## config.mk

```make
export PLATFORM = sky130hd
export DESIGN_NAME = pc_unit
export DESIGN_NICKNAME = d
export VERILOG_FILES = /design/src/rtl/if_pkg.sv /design/src/rtl/pc_target_check.sv /design/src/rtl/pc_unit.sv
export SDC_FILE = /design/constraint.sdc
export NUM_CORES = 1
export LEC_CHECK = 0
export CORE_MARGIN = 2
export CORE_UTILIZATION = 36
export CTS_CLUSTER_SIZE = 30
export DETAILED_ROUTE_END_ITERATION = 7
export GPL_ROUTABILITY_DRIVEN = 0
export GPL_TIMING_DRIVEN = 0
export HOLD_SLACK_MARGIN = 0.15
export PLACE_DENSITY = 0.7
export SKIP_LAST_GASP = 1
export SYNTH_ARGS = -nofsm -noshare
export SYNTH_HDL_FRONTEND = slang
export SYNTH_SLANG_ARGS = --single-unit
```

## constraint.sdc

```tcl
create_clock -name clk -period 1.6 [get_ports clk]
set_input_delay 0.24 -clock clk [delete_from_list [all_inputs] [get_ports clk]]
set_output_delay 0.24 -clock clk [all_outputs]
set_load 0.05 [all_outputs]
```

## src/rtl/if_pkg.sv

```systemverilog
// Shared definitions for the Instruction Fetch stage: PC state encoding and instruction size.
package if_pkg;

    localparam logic [1:0] PC_BOOT = 2'b00;
    localparam logic [1:0] PC_RUN  = 2'b01;
    localparam logic [1:0] PC_HALT = 2'b10;

    localparam int unsigned INSN_BYTES = 4;

    typedef enum logic [1:0] {
        StBoot = PC_BOOT,
        StRun  = PC_RUN,
        StHalt = PC_HALT
    } pc_state_e;

endpackage

```

## src/rtl/pc_target_check.sv

```systemverilog
// Combinational legality check of a fetch target against the instruction memory size.
// Also intended for reuse by the IMEM bounds checker.
module pc_target_check
    import if_pkg::*;
#(
    parameter int unsigned ADDR_W     = 8,
    parameter int unsigned IMEM_BYTES = 256
) (
    input  logic [ADDR_W-1:0] addr_i,
    output logic              legal_o,
    output logic              misalign_o
);

    // Highest address holding a whole instruction; ADDR_W+1 bits so IMEM_BYTES = 2^ADDR_W fits.
    localparam logic [ADDR_W:0] MaxAddr = (ADDR_W+1)'(IMEM_BYTES - INSN_BYTES);

    logic w_in_range;

    // Alignment and range decode of the target address.
    always_comb begin
        misalign_o = |addr_i[1:0];
        w_in_range = ({1'b0, addr_i} <= MaxAddr);
        legal_o    = !misalign_o && w_in_range;
    end

endmodule

```

## src/rtl/pc_unit.sv

```systemverilog
// Program counter for the Instruction Fetch stage: boot/run/halt FSM, stall hold,
// prioritised redirect with fault trapping, wrapped sequential increment.
// Optional simulation trace with fetch counter when PC_TRACE_EN is defined.
module pc_unit
    import if_pkg::*;
#(
    parameter int unsigned ADDR_W     = 8,
    parameter int unsigned IMEM_BYTES = 256,
    parameter int unsigned RESET_VEC  = 0,
    parameter int unsigned TRAP_VEC   = 252,
    parameter int unsigned INC        = 4
) (
    input  logic              clk,
    input  logic              rst_n,
    input  logic              stall_i,
    input  logic              redirect_valid_i,
    input  logic [ADDR_W-1:0] redirect_addr_i,
    input  logic              halt_i,
    input  logic              resume_i,
    output logic [ADDR_W-1:0] pc_o,
    output logic [ADDR_W-1:0] pc_plus_o,
    output logic              fetch_valid_o,
    output logic              fault_o,
    output logic              misalign_o,
    output logic [1:0]        state_o
);

    localparam logic [ADDR_W-1:0] ResetPc  = ADDR_W'(RESET_VEC);
    localparam logic [ADDR_W-1:0] TrapPc   = ADDR_W'(TRAP_VEC);
    localparam logic [ADDR_W:0]   IncW     = (ADDR_W+1)'(INC);
    localparam logic [ADDR_W:0]   MemLimit = (ADDR_W+1)'(IMEM_BYTES);

    pc_state_e         r_state, w_state_d;
    logic [ADDR_W-1:0] r_pc, w_pc_d;
    logic              r_fault, w_fault_d;
    logic              r_misalign, w_misalign_d;

    logic [ADDR_W:0]   w_sum;
    logic              w_tgt_legal;
    logic              w_tgt_misalign;

    pc_target_check #(
        .ADDR_W     (ADDR_W),
        .IMEM_BYTES (IMEM_BYTES)
    ) u_target_check (
        .addr_i     (redirect_addr_i),
        .legal_o    (w_tgt_legal),
        .misalign_o (w_tgt_misalign)
    );

    // Sequential successor, wrapped to 0 once it would leave instruction memory.
    always_comb begin
        w_sum     = {1'b0, r_pc} + IncW;
        pc_plus_o = (w_sum >= MemLimit) ? '0 : w_sum[ADDR_W-1:0];
    end

    // Next-state, next-PC and fault decode; fetch qualifier.
    always_comb begin
        w_state_d     = r_state;
        w_pc_d        = r_pc;
        w_fault_d     = 1'b0;
        w_misalign_d  = 1'b0;
        fetch_valid_o = 1'b0;

        unique case (r_state)
            StBoot: begin
                w_state_d = StRun;
            end
            StRun: begin
                fetch_valid_o = !stall_i;
                if (halt_i) begin
                    // Redirect in the halting cycle is dropped.
                    w_state_d = StHalt;
                end else if (redirect_valid_i) begin
                    if (w_tgt_legal) begin
                        w_pc_d = redirect_addr_i;
                    end else begin
                        w_pc_d       = TrapPc;
                        w_fault_d    = 1'b1;
                        w_misalign_d = w_tgt_misalign;
                    end
                end else if (!stall_i) begin
                    w_pc_d = pc_plus_o;
                end
            end
            StHalt: begin
                // Debugger set-PC: same trap rules as in RUN; halt_i is ignored here.
                if (redirect_valid_i) begin
                    if (w_tgt_legal) begin
                        w_pc_d = redirect_addr_i;
                    end else begin
                        w_pc_d       = TrapPc;
                        w_fault_d    = 1'b1;
                        w_misalign_d = w_tgt_misalign;
                    end
                end
                if (resume_i) begin
                    w_state_d = StRun;
                end
            end
            default: begin
                w_state_d = StBoot;
                w_pc_d    = ResetPc;
            end
        endcase
    end

    // State, PC and fault registers.
    always_ff @(posedge clk or negedge rst_n) begin
        if (!rst_n) begin
            r_state    <= StBoot;
            r_pc       <= ResetPc;
            r_fault    <= 1'b0;
            r_misalign <= 1'b0;
        end else begin
            r_state    <= w_state_d;
            r_pc       <= w_pc_d;
            r_fault    <= w_fault_d;
            r_misalign <= w_misalign_d;
        end
    end

    assign pc_o       = r_pc;
    assign fault_o    = r_fault;
    assign misalign_o = r_misalign;
    assign state_o    = r_state;

`ifdef PC_TRACE_EN
    logic [31:0] r_fetch_cnt;

    // Count cycles that issue a real fetch.
    always_ff @(posedge clk or negedge rst_n) begin
        if (!rst_n) begin
            r_fetch_cnt <= '0;
        end else if (fetch_valid_o) begin
            r_fetch_cnt <= r_fetch_cnt + 32'd1;
        end
    end

    // Simulation-only trace of the updated PC shortly after each edge.
    always @(posedge clk) begin
        #1;
        if (rst_n) begin
            $display("----------------------------------------");
            $display("PC updated to %0d state=%b fetches=%0d", pc_o, state_o, r_fetch_cnt);
            if (fault_o) begin
                $display("trap cause: %s", misalign_o ? "misaligned" : "out of range");
            end
        end
    end
`endif

endmodule

```

* Word level (Yosys, flattened, before mapping)
Cells that the tools add are included.
Operators by class: $add $sub $neg 1, multipliers 0, div/mod/pow operators 0, $lt $le $gt $ge 2, equality and inequality tests 7, shift operators 0, multiplexer cells 19, bitwise logic cells 1, reduce and logical (&&, ||, !) cells 7
Operator list (count):
- $mux W8 | 6
- $pmux W8 S3 | 1
- $add A8 B3 Y9 const B | 1
- $ge A9 B9 Y1 const B | 1
- $le A8 B8 Y1 const B | 1
- $ne A2 B2 Y1 const B | 4
- $mux W1 | 7
- $pmux W2 S3 | 1
- $mux W2 | 2
- $pmux W1 S2 | 2
- $reduce_and A4 Y1 | 1
- $ne A3 B3 Y1 const B | 1
- $eq A2 B1 Y1 const B | 1
- $eq A2 B2 Y1 const B | 1
- $logic_not A1 Y1 | 2
- $logic_not A2 Y1 | 1
- $reduce_and A2 Y1 | 1
- $reduce_or A2 Y1 | 1
- $logic_and A1 B1 Y1 | 1
- $not A1 Y1 | 1
Word-level totals: bits in registers 12, bits in latches 0, memory bits (writable) 0, bits in read-only memories 0, output and inout bits 21, word-level logic and storage cells 41, memories 0

* Depth between registers and ports, before layout
word-level depth 7, depth in mapped cells 7

* Cells and area by module
From an unflattened synthesis, not the netlist that was laid out.
Unflattened totals: cell total of the unflattened synthesis 97, area total of the unflattened synthesis 862.1 um^2
By module, submodules not included:
- pc_unit | times used 1, cells each 95, area an instance 852.1 um^2, seq. area each 300.3 um^2
- pc_target_check | times used 1, cells each 2, area an instance 10.0 um^2, seq. area each 0.0 um^2

* Worst setup path before layout
Ideal clock, no wire load.
kind flip-flop to flip-flop, from register r_pc[2] (netlist: pc_o[2]), to register r_pc[6] (netlist: pc_o[6]), setup time 0.082 ns, arrival 2.311 ns, slack -0.792 ns, cell stages (with the launch flop) 6, path buffers 0, cells stage by stage dfrtp_1 -> ha_1 -> nand3_1 -> xnor2_1 -> nand2_1 -> a31oi_1
Between the ends: cells in the longest elaborated chain, start to end 7
Ends and longest elaborated chain:
- start, declared | line pc_unit.sv:34 | logic [ADDR_W-1:0] r_pc, w_pc_d;
- start signal, assigned | line pc_unit.sv:112 | r_pc <= ResetPc;
- start signal, assigned | line pc_unit.sv:117 | r_pc <= w_pc_d;
- $add A8 B3 Y9 (*) | line pc_unit.sv:53 | w_sum = {1'b0, r_pc} + IncW;
- $ge A9 B9 Y1 | line pc_unit.sv:54 | pc_plus_o = (w_sum >= MemLimit) ? '0 : w_sum[ADDR_W-1:0];
- $mux W8 (*) | line pc_unit.sv:54
- via pc_plus_o[6] | line pc_unit.sv:21 | output logic [ADDR_W-1:0] pc_plus_o,
- $mux W8 (*) | line pc_unit.sv:82 | end else if (!stall_i) begin
- $mux W8 (*) | line pc_unit.sv:74 | end else if (redirect_valid_i) begin
- $mux W8 (*) | line pc_unit.sv:71 | if (halt_i) begin
- $pmux W8 S3 (*) | line pc_unit.sv:65 | unique case (r_state)
The timed path passes the listed nets; every way through them passes the cells marked *. The select of a mux whose other input is x is not followed. A chain may end at the register's enable or synchronous reset.

* Worst setup path after layout
from register r_pc[2] (netlist: pc_o[2]), to output port pc_plus_o[7]
Between the ends: cells in the longest elaborated chain, start to end 3
Ends and longest elaborated chain (line):
- $add A8 B3 Y9 (*) | pc_unit.sv:53
- $ge A9 B9 Y1 | pc_unit.sv:54
- $mux W8 (*) | pc_unit.sv:54
- end, declared | pc_unit.sv:21
Every way passes the cells marked *; elsewhere a longest branch is shown, timed or not.

==> results.py <==
metrics = {
    "run_status": {
        "status": "finished, violations left",
        "violations": "negative setup slack",
    },
    "synthesis": {
        "synth-seq-cells": 11,
        "postSynthAreaPerCell_um2": 8.73,
        "synth_mux_area_share_pct": 1.29,
        "syn_inst": 89,
        "synthSimpleGateAreaFrac_pct": 20.1,
        "synth_top_family_by_area": "compound AO/OA/AOI/OAI gates",
        "synthXorXnorAreaFrac_pct": 3.38,
        "yosysSeqAreaShare_pct": 35.4,
        "synth_fa_ha_area_share_pct": 8.05,
        "syn_area_um2": 777,
        "synth_compound_area_share_pct": 26.6,
        "syn_nets": 108,
        "yosysUniqueCellTypes": 34,
        "synthFlopType": "dfrtp_1",
        "synth_edf_count": 0,
        "async_flop_share_pct": 100,
        "yosys_warnings": 0,
    },
    "critical_path": {
        "cp_slowest_cell": "or4_4",
        "crit_required_ps": 1360,
        "max_stage_delay_ps": 560,
        "endpoint_kind": "output port",
        "cp_top_family": "simple AND/OR/NAND/NOR gates",
        "crit_type": "flop to output port",
        "cp.depth": 4,
        "arrival_ps": 1570,
        "startpoint_type": "flop",
        "crit_fanout": 5,
        "cp.buffers_inverters": 2,
        "path_cells": "inv_2 > or4_4 > nand2_8 > buf_8",
        "ff2ff_path_depth": 7,
    },
    "pwr": {
        "pwr-share-comb_pct": 75.6,
        "switching_share_pct": 52.1,
        "pwr-share-clk_pct": 7.1,
        "power.density_nw_per_um2": 1830,
        "internal_power_uw": 1370,
        "p_sw_uw": 1490,
        "seq_power_share_pct": 17.3,
        "power.leakage_uw": 0.000698,
        "peakVddDrop_v": 0.00144,
    },
    "sta": {
        "fin_crit_sh_pct": 113,
        "relSlewSlack_pct": 64.9,
        "skew_ps": 16.4,
        "period_needed_ps": 1810,
        "clock.fmax_mhz": 552,
        "drv_slew": 0,
        "rsz0062_at_grt": "true",
        "fin_ws_ps": -212,
        "hold-worst-slack_ps": 295,
        "finalHoldViolations": 0,
        "tightestPinTransition_ps": 525,
        "finalSetupViolCount": 10,
    },
    "grt": {
        "use_met2_pct": 32.9,
        "grt_start_max_net_pins": 12,
        "grt_pass1_wl_um": 4000,
        "grt.total_usage_pct": 20.9,
        "grtUsageMet3_pct": 5.65,
        "groute.layer.met1.usage_pct": 28.9,
        "grt-busiest-layer": "met2",
        "grt_pass1_vias": 865,
        "grt_overflow": 0,
        "antenna_found_initial": 0,
    },
    "die": {
        "io_pins": 35,
        "initial_core_util_pct": 38.8,
        "die_h_um": 50.5,
        "std_cell_rows": 16,
        "design.core.area_um2": 2000,
        "dieArea_um2": 2550,
        "die-width_um": 50.5,
    },
    "clock_tree": {
        "cts.clk_slew.worst_paths_ps": 90,
        "hold_buffers": 0,
        "clock_latency_ps": 280,
        "clkSinkCount": 11,
        "clockRootBuffer": "clkbuf_4",
        "htreeDepth": 1,
        "cts_tree": "yes",
        "clockBufferDepth": 2,
        "cts_buffers": 3,
    },
    "cells_and_area": {
        "n_antenna_cell": 0,
        "drive_gt1_share_pct": 52.0,
        "area_growth_pct": 102,
        "layout.nets": 172,
        "utilization_pct": 78.3,
    },
    "placement": {
        "io_buffers": 34,
        "hpwl_um": 1630,
    },
    "detailed_routing": {
        "ant_nets": 0,
        "via_count": 988,
        "remaining_drc_errors": 0,
        "vias_per_cell": 5.52,
        "wl_um": 2800,
        "drtPass1Iterations": 4,
        "drt_iter0_drc": 29,
        "routedWlPerCell_um": 15.6,
    },
    "job": {
        "max_cap_violations": 0,
    },
    "min_path": {
        "holdCritPathClass": "input port to async pin",
    },
}
worst paths after layout:
path,from,endpoint,slack (ps)
max,pc_o[2],pc_plus_o[7],-210
min,rst_n,pc_o[5],290
max reg2reg,state_o[1],pc_o[4],-20
min reg2reg,pc_o[1],pc_o[1],500
max in group asynchronous,rst_n,pc_o[4],910
min in group clk,pc_o[1],pc_o[1],500
cells in the final DEF (no fill, tap or decap), drive strengths merged, types with 2 or more instances in the layout:
cell / n
a21oi: 6
and2: 2
buf: 37
clkbuf: 6
clkdlybuf4s50: 13
dfrtp: 11
dlygate4sd2: 11
ha: 5
inv: 5
nand2: 7
nand2b: 4
nand3: 4
nor2: 5
nor2b: 4
o211ai: 2
o21a: 2
o21ai: 9
o22ai: 3
xor2: 2
synth_stat cells, types with 2 or more instances:
cell      instances  area, um2
o22ai_1           3       18.8
nor2_1            4       15.0
o21a_1            2       15.0
nand2b_1          4       25.0
buf_2             2       10.0
nor2b_1           4       25.0
o211ai_1          2       15.0
ha_1              5       62.6
dfrtp_1          11        275
inv_1             5       18.8
and2_1            2       12.5
nand3_1           4       20.0
nand2_1           7       26.3
a21oi_1           5       25.0
xor2_1            2       17.5
o21ai_0           9       45.0
through the flow:
step                instance area (um2)  total power, uW  setup WS, ps  TNS [ps]  cells
finish                             1570             2860          -212     -1090    179
global route                       1570             3000          -239     -1770    179
CTS                                1430             2550          -247     -1070    169
detailed placement                 1270             2250          -614     -4540    150
global placement                   1270             2230          -621     -4210    150
floorplan                           898             1750         -58.0      -292     89
sequential cells by signal (all words and copies together), names as in the netlist:
signal,cells
fault_o,1
state_o,2
pc_o,8
layer usage:
metal / share of wire (%) / up-vias
li1: - / 450
met1: 43 / 481
met2: 48 / 46
met3: 6.2 / 11
met4: 2.4 / 0
met5: 0 / -
worst reg2reg max path, delay by kind of cell, from the launching register on:
family,cells,cell delay [ps]
AOI/OAI and AO/OA,4,600
adders and majority gates,1,170
buffers and inverters,2,280
DFF,1,450
layout make-up:
| class | instances | area [um2] |
|---|---|---|
| well taps | 27 | 33.8 |
| clock buffers | 4 | 26.3 |
| plain buffers | 3 | 22.5 |
| multi-input cells | 69 | 627 |
| repair buffers | 60 | 552 |
| inverters | 5 | 21.3 |
| flip-flops and latches | 11 | 284 |
| fillers | 129 | 435 |
repair_timing:
item,4_1_cts,5_1_grt
cloned,0,1
setup endpoints to repair,23,17
resized for setup,79,24
pin swaps,5,5
setup buffers,15,10
power groups by stage:
stage / clock [uW] / sequential (uW) / combinational (uW)
floorplan: 0 / 761 / 989
global placement: 0 / 519 / 1710
detailed placement: 0 / 524 / 1720
CTS: 205 / 487 / 1860
global route: 219 / 506 / 2270
finish: 204 / 494 / 2160
cells by family after synthesis:
family | after synthesis
AO/OA/AOI/OAI | 31
AND/OR/NAND/NOR | 29
flip-flops | 11
buffers and inverters | 9
adder cells (fa/ha/maj) | 5
XOR/XNOR | 3
multiplexers | 1
No activity file was read; power rests on OpenSTA's default activity.
==> variant, RTL diff (same settings) <==
Register the output `fault_o` once more, with the module's reset; this adds one clock of latency there. The other outputs are not delayed to match.
--- a/src/rtl/pc_unit.sv
+++ b/src/rtl/pc_unit.sv
@@ -122,5 +122,11 @@
 
     assign pc_o       = r_pc;
-    assign fault_o    = r_fault;
+    always_ff @(posedge clk or negedge rst_n) begin
+        if (!rst_n) begin
+            fault_o <= '0;
+        end else begin
+            fault_o <= r_fault;
+        end
+    end
     assign misalign_o = r_misalign;
     assign state_o    = r_state;
Function: changed (a bounded check fails within 4 cycles, from zero or initial values and one cycle with rst_n low).
==> variant against the unedited design <==
- the flow still finishes with violations (setup timing)
- power is 7.5% lower
- routed wire length is 13% lower
- die area is 2.7% higher
- sequential cell count is 1 higher
- sequential power is 8.3% higher
- synthesized area is 2.9% higher
- non-clock buffer count is 15 lower
- design area is 3.0% lower
- first-iteration DRC count is 76% lower
- worst setup slack better by 0.020 ns
- via count is 10% lower
- global-route usage is 0.87 points lower
- utilization is 7.5 points lower
- clock skew is 0.0057 ns lower
- critical path type unchanged
- largest power group unchanged
==> variant: results (changes against the unedited design) <==
- Async set-or-reset flop fraction in the synthesized netlist: 100% (unchanged)
- Worst path top cell family by delay: flip-flops
- Leak Pwr: 0.000653 µW (-6.5%)
- Clk_lat worst skew: 0.28 ns (about the same)
- Ranking of synthesized cells by area: dfrtp_1 38%, ha_1 7.8%, nor2_1 4.7%
- Worst hold slack: 0.318 ns (+0.0232 ns)
- CTS Buf Count: 3 (unchanged)
- Peak supply drop: 1.07 mV (-25%)
- Dpl hpwl: 1.69 mm (+3.5%)
- Worst R2R End: pc_o[4]
- Number of setup violations in the final report: 9 (-1)
- Register area share after synthesis: 37.6% (+2.1 points)
- Number of global-route vias before repair: 886 (+2.4%)
- Arr. time, crit path: 1.55 ns (-0.02 ns)
- Slowest CP cell: dfrtp_4
- Largest net degree at the start of global routing: 13 (+1)
- Violated checks: setup timing
- DR WL/cell: 14.1 µm (-9.6%)
- Slew @ Worst Pin: 0.560 ns (+0.0358 ns)
- First-pass GRT wire length: 3.88 mm (-2.9%)
- Post-synth cell types: 29 (-15%)
- Gr usage total: 20.0% (-0.87 points)
- R2r setup slk: 0.05 ns (+0.07 ns)
- Vias per cell: 5.15 (-6.8%)
- Critical path peak fanout: 6 (+1)
- Start of the worst register-to-register path: pc_o[2]
- Post-Syn Instances: 92 (+3.4%)
- CP max stage delay: 0.46 ns (-0.10 ns)
- Initial antenna violation count: 0 (unchanged)
- Layout Skew: 0.0107 ns (-0.00568 ns)
- CTS clk-pin slew, worst paths: 0.09 ns (about the same)
- Power Internal: 1280 µW (-6.6%)
- Status: complete, but fails checks
- Synth cell count leaders: 12 x dfrtp_1, 10 x nor2_1, 7 x nand2_1, 7 x o21ai_0
- Non-filler cells, final: 172 (-3.9%)
- Clk buf depth: 2 (unchanged)
- Dpl cell area: 1290 µm² (+1.1%)
- Setup_tns: -1.14 ns (-0.0457 ns)
- Syn nets: 111 (+2.8%)
- CTS Root Cell: clkbuf_4
- Layout cells sized above 1: 46.5% (-5.4 points)
- Max reg flops: 8 (unchanged)
- Drt initial violations: 7 (-76%)
- Number of placed instances, taps included: 154 (+2.7%)
- Nets: 164 (-4.7%)
- Smallest setup slack after layout: -0.192 ns (+0.0196 ns)
- PortBufs: 34 (unchanged)
==> variant: changes by cell type in the layout (fill, tap and decap cells not counted), sizes merged, moves of 2 or more <==
cell,change
nor2,+5
o21ai,-2
buf,-14
o32a,+3
a31oi,+2
nor3,+5
==> variant: cell type report <==
type                            count  area, µm²
Clock buffer                        4       36.3
Fill cell                         164        629
Multi-Input combinational cell     74        648
Timing Repair Buffer               48        465
Tap cell                           28       35.0
Sequential cell                    12        312
Inverter                            6       22.5
==> variant: per-layer routing <==
layer  up-vias  track usage (%)  routed length, µm
met5         -                0                  0
met4         0             9.01                 16
met3         2             2.63                111
met2        23             36.1               1300
met1       420             23.3                999
li1        440                -                  -
==> variant: cells by family (layout without fill, tap and decap cells) <==
kind of cell / after synthesis / after routing / share of synthesized area, %
compound gates: 28 / 28 / 23.6
xor+xnor: 3 / 3 / 3.29
fa+ha+maj: 5 / 5 / 7.82
buf+inv: 6 / 58 / 2.82
flops: 12 / 12 / 37.6
simple gates: 38 / 38 / 24.9
==> variant: per-stage QoR <==
step / power [µW] / setup slack, ns
global route: 2800 / -0.255
finish: 2650 / -0.192
floorplan: 1660 / -0.0904
CTS: 2450 / -0.211
global placement: 2110 / -0.513
detailed placement: 2130 / -0.516
==> variant: how the worst max path moves through the flow <==
stage | from | to | slack (ns) | cells past startpoint
finish | pc_o[2] | pc_plus_o[5] | -0.19 | 6
global route | pc_o[2] | pc_plus_o[5] | -0.25 | 6
detailed placement | pc_o[2] | pc_plus_o[3] | -0.52 | 5
CTS | pc_o[2] | pc_plus_o[5] | -0.21 | 6
floorplan | pc_o[2] | pc_plus_o[0] | -0.09 | 4
global placement | pc_o[2] | pc_plus_o[1] | -0.51 | 5
==> variant: timing repair <==
action	4_1_cts	5_1_grt
gates resized for setup	82	20
buffers inserted	9	5
endpoints found under the setup margin	21	18
pin swaps	3	3
hold buffers	0	0
endpoints found under the hold margin	0	0
==> variant: power by group through the flow <==
stage / combinational (µW) / sequential [µW] / clock [µW]
floorplan: 874 / 786 / 0
global placement: 1580 / 534 / 0
detailed placement: 1600 / 537 / 0
CTS: 1670 / 529 / 251
global route: 1990 / 548 / 267
finish: 1870 / 535 / 245
==> variant: worst register-to-register path, delay by kind of cell, from the launching register on <==
| family | cells | cell delay [ns] |
|---|---|---|
| AOI/OAI and AO/OA | 2 | 0.50 |
| DFF | 1 | 0.46 |
| buffers and inverters | 4 | 0.33 |
| adders and majority gates | 1 | 0.17 |
